$ cat src/rtl/rv_pipe_pkg.sv
// rtl/rv_pipe_pkg.sv - shared constants and cycle classification for the RV32I pipeline
package rv_pipe_pkg;

  localparam logic [31:0] NOP_WORD      = 32'h00000013;
  localparam int          CNT_W_DEF     = 16;
  localparam int          MAX_STALL_DEF = 1;

  // Major opcodes, shared with the forwarding/stall unit
  localparam logic [6:0] OPC_LOAD   = 7'b0000011;
  localparam logic [6:0] OPC_OP     = 7'b0110011;
  localparam logic [6:0] OPC_OP_IMM = 7'b0010011;
  localparam logic [6:0] OPC_JALR   = 7'b1100111;
  localparam logic [6:0] OPC_JAL    = 7'b1101111;
  localparam logic [6:0] OPC_BRANCH = 7'b1100011;
  localparam logic [6:0] OPC_STORE  = 7'b0100011;

  typedef enum logic [1:0] {
    CYC_NORMAL,
    CYC_EMPTY,
    CYC_STALL,
    CYC_FLUSH
  } cyc_kind_e;

  function automatic cyc_kind_e classify(input logic flush, input logic stall, input logic valid);
    if (flush)       return CYC_FLUSH;
    else if (stall)  return CYC_STALL;
    else if (!valid) return CYC_EMPTY;
    else             return CYC_NORMAL;
  endfunction

endpackage

$ cat src/rtl/pipe_hazard_ctrl_if.sv
// rtl/pipe_hazard_ctrl_if.sv - fetch/hazard inputs and stage/statistics outputs of pipe_hazard_ctrl
interface pipe_hazard_ctrl_if import rv_pipe_pkg::*; #(
  parameter int CNT_W = CNT_W_DEF
);

  logic [31:0]      i_inst;
  logic             i_inst_valid;
  logic [31:0]      i_pc;
  logic             i_stall;
  logic             i_flush;
  logic             o_pc_we;
  logic             o_fetch_ready;
  logic [31:0]      IF_ID;
  logic [31:0]      ID_EX;
  logic [31:0]      EX_MEM;
  logic [31:0]      MEM_WB;
  logic [31:0]      o_if_id_pc;
  logic [31:0]      o_id_ex_pc;
  logic [CNT_W-1:0] o_stall_cnt;
  logic [CNT_W-1:0] o_flush_cnt;
  logic [CNT_W-1:0] o_retire_cnt;
  logic             o_stall_err;

  modport master (
    output i_inst, i_inst_valid, i_pc, i_stall, i_flush,
    input  o_pc_we, o_fetch_ready, IF_ID, ID_EX, EX_MEM, MEM_WB,
    input  o_if_id_pc, o_id_ex_pc, o_stall_cnt, o_flush_cnt, o_retire_cnt, o_stall_err
  );

  modport slave (
    input  i_inst, i_inst_valid, i_pc, i_stall, i_flush,
    output o_pc_we, o_fetch_ready, IF_ID, ID_EX, EX_MEM, MEM_WB,
    output o_if_id_pc, o_id_ex_pc, o_stall_cnt, o_flush_cnt, o_retire_cnt, o_stall_err
  );

endinterface

$ cat src/rtl/sat_counter.sv
// rtl/sat_counter.sv - event counter that sticks at all-ones instead of wrapping
module sat_counter #(
  parameter int W = 16
) (
  input  logic         clk,
  input  logic         rst_n,
  input  logic         inc,
  output logic [W-1:0] cnt
);

  logic [W-1:0] cnt_q;
  logic [W-1:0] cnt_d;

  always_comb begin
    cnt_d = cnt_q;
    if (inc && (cnt_q != {W{1'b1}})) cnt_d = cnt_q + {{(W-1){1'b0}}, 1'b1};
  end

  always_ff @(posedge clk or negedge rst_n) begin
    if (!rst_n) cnt_q <= '0;
    else        cnt_q <= cnt_d;
  end

  assign cnt = cnt_q;

endmodule

$ cat src/rtl/pipe_hazard_ctrl.sv
// rtl/pipe_hazard_ctrl.sv - pipeline stage registers with stall/flush/bubble handling
// and saturating hazard statistics for the 5-stage RV32I core.
module pipe_hazard_ctrl import rv_pipe_pkg::*; #(
  parameter logic [31:0] NOP       = NOP_WORD,
  parameter int          CNT_W     = CNT_W_DEF,
  parameter int          MAX_STALL = MAX_STALL_DEF
) (
  input logic              CLK,
  input logic              RSTn,
  pipe_hazard_ctrl_if.slave bus
);

  localparam int RUN_W = 8;

  cyc_kind_e        kind;
  logic [31:0]      if_id_q,    if_id_d;
  logic [31:0]      id_ex_q,    id_ex_d;
  logic [31:0]      ex_mem_q,   ex_mem_d;
  logic [31:0]      mem_wb_q,   mem_wb_d;
  logic [31:0]      if_id_pc_q, if_id_pc_d;
  logic [31:0]      id_ex_pc_q, id_ex_pc_d;
  logic [RUN_W-1:0] run_q,      run_d;
  logic             err_q,      err_d;

  // A flush outranks a simultaneous stall: the stalled instruction is on the wrong path anyway
  assign kind              = classify(bus.i_flush, bus.i_stall, bus.i_inst_valid);
  assign bus.o_pc_we       = bus.i_inst_valid & (~bus.i_stall | bus.i_flush);
  assign bus.o_fetch_ready = ~bus.i_stall | bus.i_flush;

  always_comb begin
    if_id_d    = if_id_q;
    id_ex_d    = id_ex_q;
    if_id_pc_d = if_id_pc_q;
    id_ex_pc_d = id_ex_pc_q;
    ex_mem_d   = id_ex_q;
    mem_wb_d   = ex_mem_q;
    case (kind)
      CYC_FLUSH: begin
        if_id_d = NOP;
        id_ex_d = NOP;
      end
      CYC_STALL: begin
        id_ex_d = NOP;
      end
      CYC_EMPTY: begin
        if_id_d    = NOP;
        id_ex_d    = if_id_q;
        id_ex_pc_d = if_id_pc_q;
      end
      default: begin
        if_id_d    = bus.i_inst;
        if_id_pc_d = bus.i_pc;
        id_ex_d    = if_id_q;
        id_ex_pc_d = if_id_pc_q;
      end
    endcase
  end

  // Length of the current run of honoured stalls; flagged once it would pass MAX_STALL
  always_comb begin
    run_d = '0;
    err_d = err_q;
    if (kind == CYC_STALL) begin
      run_d = (run_q == {RUN_W{1'b1}}) ? run_q : run_q + {{(RUN_W-1){1'b0}}, 1'b1};
      if ((int'(run_q) + 1) > MAX_STALL) err_d = 1'b1;
    end
  end

  always_ff @(posedge CLK or negedge RSTn) begin
    if (!RSTn) begin
      if_id_q    <= NOP;
      id_ex_q    <= NOP;
      ex_mem_q   <= NOP;
      mem_wb_q   <= NOP;
      if_id_pc_q <= '0;
      id_ex_pc_q <= '0;
      run_q      <= '0;
      err_q      <= 1'b0;
    end else begin
      if_id_q    <= if_id_d;
      id_ex_q    <= id_ex_d;
      ex_mem_q   <= ex_mem_d;
      mem_wb_q   <= mem_wb_d;
      if_id_pc_q <= if_id_pc_d;
      id_ex_pc_q <= id_ex_pc_d;
      run_q      <= run_d;
      err_q      <= err_d;
    end
  end

  sat_counter #(.W(CNT_W)) u_stall_cnt (
    .clk   (CLK),
    .rst_n (RSTn),
    .inc   (kind == CYC_STALL),
    .cnt   (bus.o_stall_cnt)
  );

  sat_counter #(.W(CNT_W)) u_flush_cnt (
    .clk   (CLK),
    .rst_n (RSTn),
    .inc   (kind == CYC_FLUSH),
    .cnt   (bus.o_flush_cnt)
  );

  // Retirement is judged on the word leaving WB, i.e. the current MEM/WB contents
  sat_counter #(.W(CNT_W)) u_retire_cnt (
    .clk   (CLK),
    .rst_n (RSTn),
    .inc   (mem_wb_q != NOP),
    .cnt   (bus.o_retire_cnt)
  );

  assign bus.IF_ID       = if_id_q;
  assign bus.ID_EX       = id_ex_q;
  assign bus.EX_MEM      = ex_mem_q;
  assign bus.MEM_WB      = mem_wb_q;
  assign bus.o_if_id_pc  = if_id_pc_q;
  assign bus.o_id_ex_pc  = id_ex_pc_q;
  assign bus.o_stall_err = err_q;

endmodule

$ cat src/flat_wrapper.sv
// flat-port wrapper written by rule: the top's interface ports become plain ports
module pipe_hazard_ctrl_flat import rv_pipe_pkg::*;
#(
  parameter logic [31:0] NOP       = NOP_WORD,
  parameter int          CNT_W     = CNT_W_DEF,
  parameter int          MAX_STALL = MAX_STALL_DEF
)
  (CLK, RSTn, bus_i_inst, bus_i_inst_valid, bus_i_pc, bus_i_stall, bus_i_flush, bus_o_pc_we, bus_o_fetch_ready, bus_IF_ID, bus_ID_EX, bus_EX_MEM, bus_MEM_WB, bus_o_if_id_pc, bus_o_id_ex_pc, bus_o_stall_cnt, bus_o_flush_cnt, bus_o_retire_cnt, bus_o_stall_err);
  pipe_hazard_ctrl_if #(.CNT_W(CNT_W)) bus_i ();
  input logic CLK;
  input logic RSTn;
  input wire logic [$bits(bus_i.i_inst)-1:0] bus_i_inst;
  input wire logic [$bits(bus_i.i_inst_valid)-1:0] bus_i_inst_valid;
  input wire logic [$bits(bus_i.i_pc)-1:0] bus_i_pc;
  input wire logic [$bits(bus_i.i_stall)-1:0] bus_i_stall;
  input wire logic [$bits(bus_i.i_flush)-1:0] bus_i_flush;
  output wire logic [$bits(bus_i.o_pc_we)-1:0] bus_o_pc_we;
  output wire logic [$bits(bus_i.o_fetch_ready)-1:0] bus_o_fetch_ready;
  output wire logic [$bits(bus_i.IF_ID)-1:0] bus_IF_ID;
  output wire logic [$bits(bus_i.ID_EX)-1:0] bus_ID_EX;
  output wire logic [$bits(bus_i.EX_MEM)-1:0] bus_EX_MEM;
  output wire logic [$bits(bus_i.MEM_WB)-1:0] bus_MEM_WB;
  output wire logic [$bits(bus_i.o_if_id_pc)-1:0] bus_o_if_id_pc;
  output wire logic [$bits(bus_i.o_id_ex_pc)-1:0] bus_o_id_ex_pc;
  output wire logic [$bits(bus_i.o_stall_cnt)-1:0] bus_o_stall_cnt;
  output wire logic [$bits(bus_i.o_flush_cnt)-1:0] bus_o_flush_cnt;
  output wire logic [$bits(bus_i.o_retire_cnt)-1:0] bus_o_retire_cnt;
  output wire logic [$bits(bus_i.o_stall_err)-1:0] bus_o_stall_err;
  assign bus_i.i_inst = bus_i_inst;
  assign bus_i.i_inst_valid = bus_i_inst_valid;
  assign bus_i.i_pc = bus_i_pc;
  assign bus_i.i_stall = bus_i_stall;
  assign bus_i.i_flush = bus_i_flush;
  assign bus_o_pc_we = bus_i.o_pc_we;
  assign bus_o_fetch_ready = bus_i.o_fetch_ready;
  assign bus_IF_ID = bus_i.IF_ID;
  assign bus_ID_EX = bus_i.ID_EX;
  assign bus_EX_MEM = bus_i.EX_MEM;
  assign bus_MEM_WB = bus_i.MEM_WB;
  assign bus_o_if_id_pc = bus_i.o_if_id_pc;
  assign bus_o_id_ex_pc = bus_i.o_id_ex_pc;
  assign bus_o_stall_cnt = bus_i.o_stall_cnt;
  assign bus_o_flush_cnt = bus_i.o_flush_cnt;
  assign bus_o_retire_cnt = bus_i.o_retire_cnt;
  assign bus_o_stall_err = bus_i.o_stall_err;
  pipe_hazard_ctrl #(.NOP(NOP), .CNT_W(CNT_W), .MAX_STALL(MAX_STALL)) u_core (.CLK(CLK), .RSTn(RSTn), .bus(bus_i));
endmodule
$ cat config.mk
export PLATFORM = sky130hd
export DESIGN_NAME = pipe_hazard_ctrl_flat
export DESIGN_NICKNAME = d
export VERILOG_FILES = /design/src/rtl/rv_pipe_pkg.sv /design/src/rtl/pipe_hazard_ctrl_if.sv /design/src/rtl/sat_counter.sv /design/src/rtl/pipe_hazard_ctrl.sv /design/src/flat_wrapper.sv
export SDC_FILE = /design/constraint.sdc
export NUM_CORES = 1
export LEC_CHECK = 0
export BUFFER_PORTS_ARGS = -buffer_cell sky130_fd_sc_hd__buf_4
export CORE_MARGIN = 10
export CORE_UTILIZATION = 45
export CTS_CLUSTER_DIAMETER = 120
export DETAILED_ROUTE_END_ITERATION = 8
export PLACE_DENSITY = 0.83
export SLEW_MARGIN = 20
export SYNTH_ARGS = -nofsm -noshare
export SYNTH_HDL_FRONTEND = slang
export SYNTH_HIERARCHICAL = 1
export SYNTH_SLANG_ARGS = --single-unit
$ cat constraint.sdc
create_clock -name CLK -period 1.9 [get_ports CLK]
set_input_delay 0.19 -clock CLK [delete_from_list [all_inputs] [get_ports CLK]]
set_output_delay 0.19 -clock CLK [all_outputs]
set_load 0.03 [all_outputs]
* Yosys cells after proc, flatten, opt, wreduce, memory -nomap -nowiden *
Cells that the tools add are included.

word-level totals
  logic and storage cells = 43
  input port bits = 69
  output and inout port bits = 243
  flip-flop bits (word level) = 249

operators by class
  $add $sub $neg = 5
  bitwise operators = 3
  muxes and demuxes = 7
  order comparisons = 1
  reductions and logical operators = 7
  eq/ne operators = 9

operator list
  kind                     number
  $pmux W32 S2             1
  $add A16 B1 Y16 const B  3
  $ne A16 B16 Y1 const B   3
  $gt A32 B2 Y1 const B    1
  $mux W32                 1
  $ne A32 B5 Y1 const B    1
  $mux W8                  2
  $add A8 B1 Y9 const B    1
  $add A8 B1 Y8 const B    1
  $eq A8 B8 Y1 const B     1
  $eq A2 B2 Y1 const B     2
  $mux W2                  2
  $reduce_or A2 Y1         2
  $logic_and A1 B1 Y1      3
  $reduce_or A3 Y1         1
  $eq A2 B1 Y1 const B     1
  $ne A2 B2 Y1 const B     1
  $reduce_and A2 Y1        1
  $and A1 B1 Y1            1
  $mux W1                  1
  $not A1 Y1               1
  $or A1 B1 Y1             1

* Depth between registers and ports, before layout *
  depth in word-level cells = 6
  gate-level depth with buffers = 7
  mapped depth without buffers = 7

* By module *
The synthesis kept the hierarchy.

by module, submodules not included
  module            seq. area each (um^2)  area each (um^2)  cells an instance  instances
  pipe_hazard_ctrl  5044.8                 6756.5            480                1
  sat_counter       400.4                  859.6             72                 3

* Worst setup path after synthesis *
OpenSTA, ideal clock, no wires.

  path type = register to register
  from = register u_core.mem_wb_q[4] (netlist: u_core/bus.MEM_WB[4])
  to = register u_core.u_retire_cnt.cnt_q[7] (netlist: u_core/u_retire_cnt/cnt[7])
  data arrival time = 2072 ps
  slack = -305 ps
  buffers on the path = 0
  clock period less this slack = 2205 ps
  required time = 1767 ps
  cell stages (with the launch flop) = 8
  library setup time = 133 ps
  path through = dfstp_2 -> nor4b_1 -> nand4_1 -> or3_1 -> and3_1 -> and4_2 -> a31oi_1 -> a31oi_1

between the ends
  word-level cells in the longest chain between the ends = 2

ends and longest elaborated chain
  element                 line                     text
  from (decl)             pipe_hazard_ctrl.sv:19   logic [31:0] mem_wb_q, mem_wb_d;
  from (signal assigned)  pipe_hazard_ctrl.sv:83   mem_wb_q <= mem_wb_d;
  $ne A32 B5 Y1           pipe_hazard_ctrl.sv:109  .inc (mem_wb_q != NOP),
  $logic_and A1 B1 Y1     sat_counter.sv:16        if (inc && (cnt_q != {W{1'b1}})) cnt_d = cnt_q + {{(W-1){1'b0}}, 1'b1};
  to (signal assigned)    sat_counter.sv:21        else cnt_q <= cnt_d;
  to (decl)               sat_counter.sv:11        logic [W-1:0] cnt_q;

Every way passes these cells.
A chain may end at the register's enable or synchronous reset.

* Worst setup path in the final report *
  from = register u_core.mem_wb_q[16] (netlist: u_core/bus.MEM_WB[16])
  to = register u_core.u_retire_cnt.cnt_q[7] (netlist: u_core/u_retire_cnt/cnt[7])

Same word-level chain as after synthesis.

==> flow_summary.json <==
{
  "hold_path_class": "input pin to flop",
  "synth-seq-area-share_pct": 66.91,
  "start_util_pct": 45.99,
  "yosysWarnings": 6,
  "yosys.area.top_type": "dfrtp_1",
  "ir_worst_vdd_uv": 830.2,
  "grt_start_max_net_pins": 76,
  "setup_violations": 16,
  "synth_edf_count": 0,
  "synth_area_mm2": 0.009335,
  "path_max_fanout": 4,
  "synth_cells": 696,
  "rows": 52,
  "place.gp.congestion": 0.9078,
  "grt_use_total_pct": 21.37,
  "maxCapViolations": 0,
  "synthDominantCellAreaShare_pct": 63.53,
  "finalClockSkew_ps": 13.42,
  "worstSetupStartpointType": "flop",
  "crit_arrival_ps": 2540,
  "antenna_left": 0,
  "syn-num-nets": 770,
  "root_buffer": "clkbuf_16",
  "grt_pass1_wl_mm": 45.44,
  "die-area_mm2": 0.02691,
  "cts_sinks": 249,
  "fin_util_pct": 68.51,
  "whs_ps": 80.42,
  "die_y_um": 164.0,
  "core_mm2": 0.02030,
  "worstHoldStart": "bus_i_flush",
  "drive_gt1_share_pct": 42.97,
  "clk_latency_ps": 520,
  "vias_per_cell": 5.294,
  "clkTransAtPathRegs_ps": 60,
  "synth_area_leaders": "dfrtp_1 64%, nand2_1 4.5%, mux2_2 3.9%",
  "antenna_found_initial": 2,
  "numCtsBuffers": 26,
  "setup-tns-final_ps": -2182,
  "p_leak_uw": 0.006999,
  "worstSetupPathType": "flop to flop",
  "vias": 7428,
  "numPortBuffers": 311,
  "wire_per_inst_um": 21.48,
  "finalWorstSetupSlack_ps": -256.8,
  "hold_violations": 0,
  "rsz0062_at_grt": "true",
  "synth.distinct_cells": 52,
  "violations": "negative setup slack",
  "clk_path_buf_depth": 3,
  "grt-ovfl-total": 0,
  "nets": 1185,
  "dr.first_iter.drc_count": 446,
  "placed_cells": 1284,
  "ys_seq_elements": 249,
  "fmax_ghz": 0.4637,
  "die_w_um": 164.0,
  "r2r_start": "u_core/bus.MEM_WB[16]",
  "drt-pass1-iter-count": 4,
  "boundaryPins": 312,
  "max-slew-margin-rel_pct": 64.60,
  "tightest_slew_ps": 527.0,
  "area_growth_pct": 48.97,
  "drv_slew": 0,
  "layout_min_cycle_time_ps": 2157,
  "avgSynthCellArea_um2": 13.41,
  "synthArstFlopShare_pct": 100.0,
  "cts_tree": "built",
  "drc": 0,
  "worst_setup_path_end_kind": "flop",
  "final_cells": 1403,
  "status": "finished with violations",
  "crit_required_ps": 2290,
  "p_total_uw": 15180,
  "grt_pass1_vias": 7919,
  "crit_start": "u_core/bus.MEM_WB[16]",
  "synthFlopType": "dfrtp_1",
  "place_hpwl_mm": 20.52,
  "min_period_over_period_pct": 113.5,
  "wirelength_mm": 30.13,
  "p_per_area_mw_per_mm2": 1092,
  "htreeDepth": 1
}
-- registers in the layout (all words and copies together), names as in the netlist --
signal,count
u_core/bus.EX_MEM,32
u_core/bus.ID_EX,32
u_core/bus.IF_ID,32
u_core/bus.MEM_WB,32
u_core/bus.o_id_ex_pc,32
u_core/bus.o_if_id_pc,32
u_core/bus.o_stall_err,1
u_core/run_q,8
u_core/u_flush_cnt/cnt,16
u_core/u_retire_cnt/cnt,16
u_core/u_stall_cnt/cnt,16
-- placed cells by master (no fill, tap or decap), types with 4 or more instances in the layout --
cell	instances
buf_4	336
dfrtp_1	230
nand2_1	111
dlygate4sd3_1	66
mux2_2	32
and2_1	31
a22o_1	29
clkbuf_16	27
nand4_1	27
nand3_1	19
o21a_1	17
xnor2_1	16
a21oi_1	13
nor2_1	12
dfstp_2	12
nor4_4	9
clkbuf_8	8
xor2_1	8
a31oi_1	8
dfrtp_2	7
clkbuf_1	6
and3_1	6
ha_1	5
inv_1	4
or3_1	4
o211ai_1	4
buf_12	4
and4_4	4
nor2_2	4
-- final cells by class --
cell class                      instances  area (µm²)
Fill cell                            1385        6392
Sequential cell                       249        6255
Timing Repair Buffer                  408        3289
Multi-Input combinational cell        421        3077
Clock buffer                           41       808.3
Tap cell                              270       337.8
Clock inverter                          7       116.4
Inverter                                5       18.77
Antenna cell                            2       5.005
-- layer usage --
metal,share of wire (%),up-vias,GRT usage (%)
met4,5.1,0,11.33
met1,36,3671,24.24
met3,8.4,97,6.058
met2,50,345,36.06
li1,-,3315,-
met5,0,-,0
-- timing repair --
item | 4_1_cts | 5_1_grt
pin swaps | 5 | 6
setup endpoints to repair | 16 | 17
buffers inserted | 1 | 2
endpoints found under the hold margin | 304 | 0
resized for setup | 7 | 10
hold buffers | 66 | 0
-- worst max-delay path, stage by stage (launching register included) --
cell and delay, ps:
dfrtp_2 430, nor4_4 310, nand4_1 220, or3_4 460, and3_4 200, and4_4 200
a31oi_2 150, a31oi_1 60
-- power breakdown --
part	switching [µW]	internal [µW]
clock	2070	3320
combinational	2030	1340
sequential	588	5830
total	4690	10500
-- per-stage QoR --
| step | setup slack [ps] | instance area (µm²) |
|---|---|---|
| 2_1_floorplan | -67.45 | 9361 |
| 3_3_place_gp | -282.7 | 12210 |
| 3_5_place_dp | -306.4 | 12210 |
| 4_1_cts | -167.0 | 13840 |
| 5_1_grt | -284.6 | 13910 |
| 6_report | -256.8 | 13910 |
-- Yosys cell counts (all sizes together) (8+ instances only) --
cell,n
a21oi,14
a22o,29
a31oi,9
and2,32
and4,9
buf,12
clkbuf,9
dfrtp,237
dfstp,12
mux2,35
nand2,113
nand3,23
nand4,33
nor2,17
nor4,12
o21a,17
xnor2,16
xor2,8
-- logic make-up (layout without fill, tap and decap cells) --
kind of cell,Yosys count,count (layout),synth area share [%]
simple gates,265,265,16.81
xor+xnor,24,24,2.252
compound gates,91,91,7.760
other cells,0,2,0
fa+ha+maj,5,5,0.6702
mux,36,36,4.329
flops,249,249,66.91
buf+inv,26,461,1.273
-- final timing paths --
kind | end | slack, ps | depth (start not counted)
min in group asynchronous | u_core/bus.ID_EX[23] | 160 | 2
hold reg to reg | u_core/bus.MEM_WB[0] | 370 | 0
setup / recovery | u_core/u_retire_cnt/cnt[7] | -260 | 7
hold / removal | u_core/bus.ID_EX[0] | 80 | 3
max in group asynchronous | u_core/bus.MEM_WB[1] | 1020 | 3
setup reg to reg | u_core/u_retire_cnt/cnt[7] | -260 | 7
Note: power is estimated with default switching activity, not from simulation.
